`config.mk`:
```
export PLATFORM = sky130hd
export DESIGN_NAME = led_fade_pwm_flat
export DESIGN_NICKNAME = d
export VERILOG_FILES = /design/src/rtl/led_fade_pwm_if.sv /design/src/rtl/led_fade_pwm.sv /design/src/flat_wrapper.sv
export SDC_FILE = /design/constraint.sdc
export NUM_CORES = 1
export LEC_CHECK = 0
export BUFFER_PORTS_ARGS = -buffer_cell sky130_fd_sc_hd__clkbuf_2
export CORE_MARGIN = 1
export CORE_UTILIZATION = 40
export DETAILED_ROUTE_END_ITERATION = 12
export PLACE_DENSITY = 0.67
export SLEW_MARGIN = 40
export SYNTH_ARGS = -nofsm -noshare
export SYNTH_HDL_FRONTEND = slang
export SYNTH_SLANG_ARGS = --single-unit
```
`constraint.sdc`:
```
create_clock -name sys_clk -period 3 [get_ports sys_clk]
set_input_delay 0.15 -clock sys_clk [delete_from_list [all_inputs] [get_ports sys_clk]]
set_output_delay 0.15 -clock sys_clk [all_outputs]
set_load 0.02 [all_outputs]
```
`src/rtl/led_fade_pwm_if.sv`:
```
// led_fade_pwm_if
// Purpose: groups the pattern/enable inputs and the LED drive/busy outputs of
//          led_fade_pwm into one bundle.
// Signals:
//   led_in  [N_LED] target on/off pattern from the shifter (1 = channel on)
//   enable          1 = fading/PWM active, 0 = all LEDs dark and state cleared
//   led_out [N_LED] registered PWM drive to the LED pins, active-high
//   busy            1 = at least one channel is still fading toward its target
// Modports: master = pattern source side, slave = led_fade_pwm side.
interface led_fade_pwm_if #(
  parameter int N_LED = 5
) ();
  logic [N_LED-1:0] led_in;
  logic             enable;
  logic [N_LED-1:0] led_out;
  logic             busy;

  modport master (
    output led_in,
    output enable,
    input  led_out,
    input  busy
  );

  modport slave (
    input  led_in,
    input  enable,
    output led_out,
    output busy
  );
endinterface

```
`src/rtl/led_fade_pwm.sv`:
```
// led_fade_pwm
// Purpose: PWM LED driver that ramps each channel's duty toward its on/off
//          target once per PWM period, turning a hard-stepping LED pattern into
//          a smooth fading comet.
// Ports:
//   sys_clk    system clock (50 MHz)
//   sys_rst_n  synchronous active-low reset
//   bus        led_fade_pwm_if.slave: led_in, enable (in); led_out, busy (out)
// Optional build macro: LED_FADE_GAMMA_EN
//   defined   -> compare value is (duty*duty) >> PWM_BITS (square-law brightness)
//   undefined -> compare value is duty (linear, no multiplier)
module led_fade_pwm #(
  parameter int N_LED     = 5,
  parameter int PWM_BITS  = 8,
  parameter int PWM_DIV   = 195,
  parameter int FADE_STEP = 1
) (
  input  logic          sys_clk,
  input  logic          sys_rst_n,
  led_fade_pwm_if.slave bus
);

  // Prescaler width; PWM_DIV=1 still needs a one-bit counter that stays at 0.
  localparam int DIV_W = (PWM_DIV > 1) ? $clog2(PWM_DIV) : 1;
  localparam logic [DIV_W-1:0]    DIV_LAST = DIV_W'(PWM_DIV - 1);
  localparam logic [PWM_BITS-1:0] MAX      = '1;
  localparam logic [PWM_BITS:0]   MAX_X    = {1'b0, MAX};
  localparam logic [PWM_BITS:0]   STEP_X   = (PWM_BITS + 1)'(FADE_STEP);

  logic [DIV_W-1:0]                r_div_cnt;
  logic [PWM_BITS-1:0]             r_pwm_cnt;
  logic [N_LED-1:0][PWM_BITS-1:0]  r_duty;
  logic [N_LED-1:0]                r_led_in_q;
  logic [N_LED-1:0]                r_led_out;
  logic                            r_busy;

  logic                            w_tick;
  logic                            w_period_end;
  logic [N_LED-1:0][PWM_BITS-1:0]  w_duty_next;
  logic [N_LED-1:0][PWM_BITS-1:0]  w_cmp;
  logic [N_LED-1:0][PWM_BITS-1:0]  w_target;
  logic [N_LED-1:0]                w_led_next;
  logic                            w_busy_next;
  logic [PWM_BITS:0]               w_up;
  logic [PWM_BITS:0]               w_dn;

  assign w_tick       = (r_div_cnt == DIV_LAST);
  assign w_period_end = w_tick && (r_pwm_cnt == MAX);

  always_comb begin
    w_duty_next = r_duty;
    w_cmp       = r_duty;
    w_target    = '0;
    w_led_next  = '0;
    w_busy_next = 1'b0;
    w_up        = '0;
    w_dn        = '0;
    for (int i = 0; i < N_LED; i++) begin
      w_target[i] = r_led_in_q[i] ? MAX : '0;
      // One extra bit: overflow shows as > MAX, underflow as a set MSB.
      w_up = {1'b0, r_duty[i]} + STEP_X;
      w_dn = {1'b0, r_duty[i]} - STEP_X;
      if (r_duty[i] < w_target[i]) begin
        w_duty_next[i] = (w_up > MAX_X) ? MAX : w_up[PWM_BITS-1:0];
      end else if (r_duty[i] > w_target[i]) begin
        w_duty_next[i] = w_dn[PWM_BITS] ? '0 : w_dn[PWM_BITS-1:0];
      end
      if (w_duty_next[i] != w_target[i]) begin
        w_busy_next = 1'b1;
      end
`ifdef LED_FADE_GAMMA_EN
      w_cmp[i] = PWM_BITS'(({{PWM_BITS{1'b0}}, r_duty[i]} *
                            {{PWM_BITS{1'b0}}, r_duty[i]}) >> PWM_BITS);
`else
      w_cmp[i] = r_duty[i];
`endif
      // Full duty is forced solid on; the compare alone would leave one low count.
      w_led_next[i] = (r_duty[i] == MAX) || (r_pwm_cnt < w_cmp[i]);
    end
  end

  always_ff @(posedge sys_clk) begin
    if (!sys_rst_n) begin
      r_div_cnt  <= '0;
      r_pwm_cnt  <= '0;
      r_duty     <= '0;
      r_led_in_q <= '0;
      r_led_out  <= '0;
      r_busy     <= 1'b0;
    end else begin
      r_led_in_q <= bus.led_in;
      if (!bus.enable) begin
        r_div_cnt <= '0;
        r_pwm_cnt <= '0;
        r_duty    <= '0;
        r_led_out <= '0;
        r_busy    <= 1'b0;
      end else begin
        r_div_cnt <= w_tick ? '0 : r_div_cnt + 1'b1;
        if (w_tick) begin
          r_pwm_cnt <= r_pwm_cnt + 1'b1;
        end
        // Duty only moves at the period boundary so no runt pulses appear.
        if (w_period_end) begin
          r_duty <= w_duty_next;
          r_busy <= w_busy_next;
        end
        r_led_out <= w_led_next;
      end
    end
  end

  assign bus.led_out = r_led_out;
  assign bus.busy    = r_busy;

endmodule
```
`src/flat_wrapper.sv`:
```
// flat-port wrapper written by rule: the top's interface ports become plain ports
module led_fade_pwm_flat 
#(
  parameter int N_LED     = 5,
  parameter int PWM_BITS  = 8,
  parameter int PWM_DIV   = 195,
  parameter int FADE_STEP = 1
)
  (sys_clk, sys_rst_n, bus_led_in, bus_enable, bus_led_out, bus_busy);
  led_fade_pwm_if #(.N_LED(N_LED)) bus_i ();
  input  logic sys_clk;
  input  logic sys_rst_n;
  input wire logic [$bits(bus_i.led_in)-1:0] bus_led_in;
  input wire logic [$bits(bus_i.enable)-1:0] bus_enable;
  output wire logic [$bits(bus_i.led_out)-1:0] bus_led_out;
  output wire logic [$bits(bus_i.busy)-1:0] bus_busy;
  assign bus_i.led_in = bus_led_in;
  assign bus_i.enable = bus_enable;
  assign bus_led_out = bus_i.led_out;
  assign bus_busy = bus_i.busy;
  led_fade_pwm #(.N_LED(N_LED), .PWM_BITS(PWM_BITS), .PWM_DIV(PWM_DIV), .FADE_STEP(FADE_STEP)) u_core (.sys_clk(sys_clk), .sys_rst_n(sys_rst_n), .bus(bus_i));
endmodule
```
==> out/qor.yml <==
timing:
  fin_skew_ns: 0.007819
  final_min_period_over_clock_period: 1.053
  worst_slack_ns: -0.1592
  setup-violations-final: 1
  setup_tns_ns: -0.1592
  hold_viol_final: 0
  min_period_ns: 3.159
  slew_violations: 0
  fmax_ghz: 0.3165
  max-slew-margin-rel: 0.5556
  rsz0062_at_grt: "true"
  worst_pin_slew_ns: 0.6582
synth:
  synthXorXnorAreaFrac: 0.02675
  synth_compound_area_frac: 0.2358
  synthDistinctLibCells: 66
  ys_warn_count: 0
  yosysSeqAreaShare: 0.2049
  synth_top_family_by_area: "simple AND/OR/NAND/NOR gates"
  syn_inst: 886
  synthMuxAreaShare: 0.02580
  ys_ff_latch: 67
  synth_edf_count: 0
  synth_fa_ha_area_frac: 0.1720
  synth_simple_gate_area_share: 0.2740
  async_reset_ff_frac: 0
  netlist_area_sq_mm: 0.006548
  postSynthNetCount: 984
  syn_area_per_cell_sq_um: 7.390
  ys.flop_type: "dfxtp_1"
grt:
  grt_pass1_wl_um: 30550
  grt_max_degree: 46
  grt_overflow: 0
  grt_use_total: 0.2288
  grt_pass1_vias: 6333
  antenna_found_initial: 1
hold_path:
  hold_path_class: "in2reg"
  hold_depth: 2
layout:
  fill_cells: 1513
  syn_to_final_growth_pct: 23.16
  fin_area_sq_mm: 0.008064
  final-seq-area_sq_mm: 0.001346
  drive_gt1_frac: 0.2012
  antenna_cells: 0
  fin_nets: 1083
  multiInputGateArea_sq_mm: 0.004915
die:
  core_area_sq_mm: 0.01594
  rows: 46
  die_area_sq_mm: 0.01688
  die_w_um: 129.9
  io_pins: 14
  die_y_um: 129.9
  start_util: 0.4107
worst_setup_path:
  end_kind: "register"
  start_kind: "register"
  critPathBufInv: 2
  cp_max_fo: 4
  worstSetupPathType: "reg2reg"
  worstPathRequired_ns: 3.23
  worstSetupPathDepth: 12
  path_cells: "inv_1, ha_4, inv_1, or4_1, or4_1, nand3_2, a21boi_2, o31ai_4, nand2_1, or4_4, a221oi_4, a21oi_1"
  reg2reg_to: "u_core.bus.busy"
  worst_path_max_delay_cell: "or4_1"
  endpoint: "u_core.bus.busy"
  cp-startpoint: "u_core.r_duty[17]"
  rr_worst_depth: 12
  arrival_ns: 3.38
  r2r_slack_ns: -0.16
  path_delay_family: "simple AND/OR/NAND/NOR gates"
  critical-path-max-stage-delay_ns: 0.51
  r2r-start: "u_core.r_duty[17]"
clock_network:
  cts_tree: "done"
  clock_path_buffers: 2
  ctsHtreeMaxLevel: 3
  clkLatencyLatePin_ns: 0.35
  cts-buffers-inserted: 9
  cts_sinks: 67
  cts_root_buf: "clkbuf_16"
  clk_pin_slew_worst_paths_ns: 0.06
run_status:
  outcome: "finished, violations left"
  violations: "negative setup slack"
power_and_ir_drop:
  p_leak_uw: 0.003248
  total_power_uw: 2362
  powerDensity_mw_per_mm2: 292.9
  ir_drop_mv: 0.4610
flow_run:
  cap_violations: 0
detailed_routing:
  wire_per_inst_um: 15.24
  dr.pass1.iters: 7
  viasPerCell: 5.778
  drt.antenna.violating_nets: 0
  drtIter0Drc: 493
  drt-total-wl_um: 18360
  drc: 0
  vias: 6963
place:
  placed_area_sq_mm: 0.007599
  gp_congestion: 0.9740
  io_buffers: 13
  hpwlAfterDp_um: 13360
-- per-stage QoR --
stage               hold slack [ns]  setup slack (ns)  std cells    util
floorplan                    0.2716          0.006668        886       -
global placement             0.3576           -0.1821       1186  0.4766
detailed placement           0.3612           -0.2710       1186  0.4766
CTS                        0.002978           -0.1412       1205  0.5017
global route                0.01963           -0.2829       1205  0.5058
finish                      0.01151           -0.1592       1205  0.5058
-- cell usage in the layout (no fill, tap or decap), types with 23 or more instances in the layout --
| cell type | instances |
|---|---|
| o21ai_0 | 28 |
| a21o_1 | 28 |
| a21oi_1 | 69 |
| nor2_1 | 99 |
| dfxtp_1 | 65 |
| nand2_1 | 74 |
| ha_1 | 89 |
| nand4_1 | 26 |
| a211oi_1 | 23 |
| nor3_1 | 29 |
| inv_1 | 47 |
| buf_4 | 122 |
| nand3_1 | 36 |
-- power breakdown --
group	switching [uW]	internal (uW)	leakage (uW)
clock	419	768	0.000162
sequential	3.57	894	0.000542
combinational	154	123	0.00254
-- timing repair --
item                                   CTS  global route
endpoints found under the hold margin    3             0
pin swaps                                1             2
cloned                                   0             0
gates resized for setup                  9            15
setup buffers                            1             0
hold buffers                             3             0
setup endpoints to repair                1             2
-- layout make-up --
class                   instances  share of cell area
multi-input cells             717              0.6095
flip-flops and latches         67              0.1670
repair buffers                138              0.1254
well taps                     216             0.03351
clock buffers                  11             0.03134
inverters                      52             0.02420
clock inverters                 4            0.009154
-- layer usage --
layer	up-vias	track usage	routed length (um)
met2	252	0.3734	8431
met3	51	0.04756	1081
met1	3199	0.2977	8382
met5	-	0	0
met4	0	0.08208	466
li1	3461	-	-
-- cell usage after synthesis, types with 7 or more instances --
| cell | count | area (sq um) |
|---|---|---|
| a21o_1 | 28 | 210.2 |
| nor4_1 | 11 | 68.82 |
| o21ai_0 | 31 | 155.2 |
| or4_1 | 12 | 90.09 |
| inv_1 | 50 | 187.7 |
| nand3_1 | 37 | 185.2 |
| xor2_1 | 9 | 78.83 |
| a31oi_1 | 10 | 62.56 |
| nor2b_1 | 7 | 43.79 |
| dfxtp_1 | 67 | 1341 |
| a21oi_1 | 73 | 365.4 |
| nand2b_1 | 7 | 43.79 |
| and2_1 | 13 | 81.33 |
| or2_2 | 9 | 56.30 |
| clkbuf_1 | 39 | 146.4 |
| mux2i_1 | 9 | 90.09 |
| a211oi_1 | 24 | 180.2 |
| or3_1 | 12 | 75.07 |
| nor3_1 | 30 | 150.1 |
| and3_1 | 10 | 62.56 |
| nand2_1 | 75 | 281.5 |
| xnor2_1 | 11 | 96.34 |
| nor2_1 | 100 | 375.4 |
| nand4_1 | 26 | 162.7 |
| o211ai_1 | 8 | 60.06 |
| ha_1 | 90 | 1126 |
-- state kept, by name, summed over array words and instances, names as in the netlist --
signal	flops
u_core.bus.busy	1
u_core.bus.led_out	5
u_core.r_div_cnt	8
u_core.r_duty	40
u_core.r_led_in_q	5
u_core.r_pwm_cnt	8
-- worst min path at each step --
stage | startpoint | to | slack [ns]
floorplan | sys_rst_n | u_core.r_led_in_q[2] | 0.27
global placement | bus_led_in[1] | u_core.r_led_in_q[1] | 0.36
detailed placement | bus_led_in[4] | u_core.r_led_in_q[4] | 0.36
CTS | bus_led_in[3] | u_core.r_led_in_q[3] | 0.003
global route | bus_led_in[2] | u_core.r_led_in_q[2] | 0.02
finish | bus_led_in[3] | u_core.r_led_in_q[3] | 0.01
-- logic make-up (layout without fill, tap and decap cells) --
group | count (synthesis) | count (layout)
xor+xnor | 20 | 20
buf+inv | 102 | 205
simple gates | 362 | 362
flops | 67 | 67
mux | 14 | 14
fa+ha+maj | 90 | 90
compound gates | 231 | 231
Note: power is estimated with default switching activity, not from simulation.
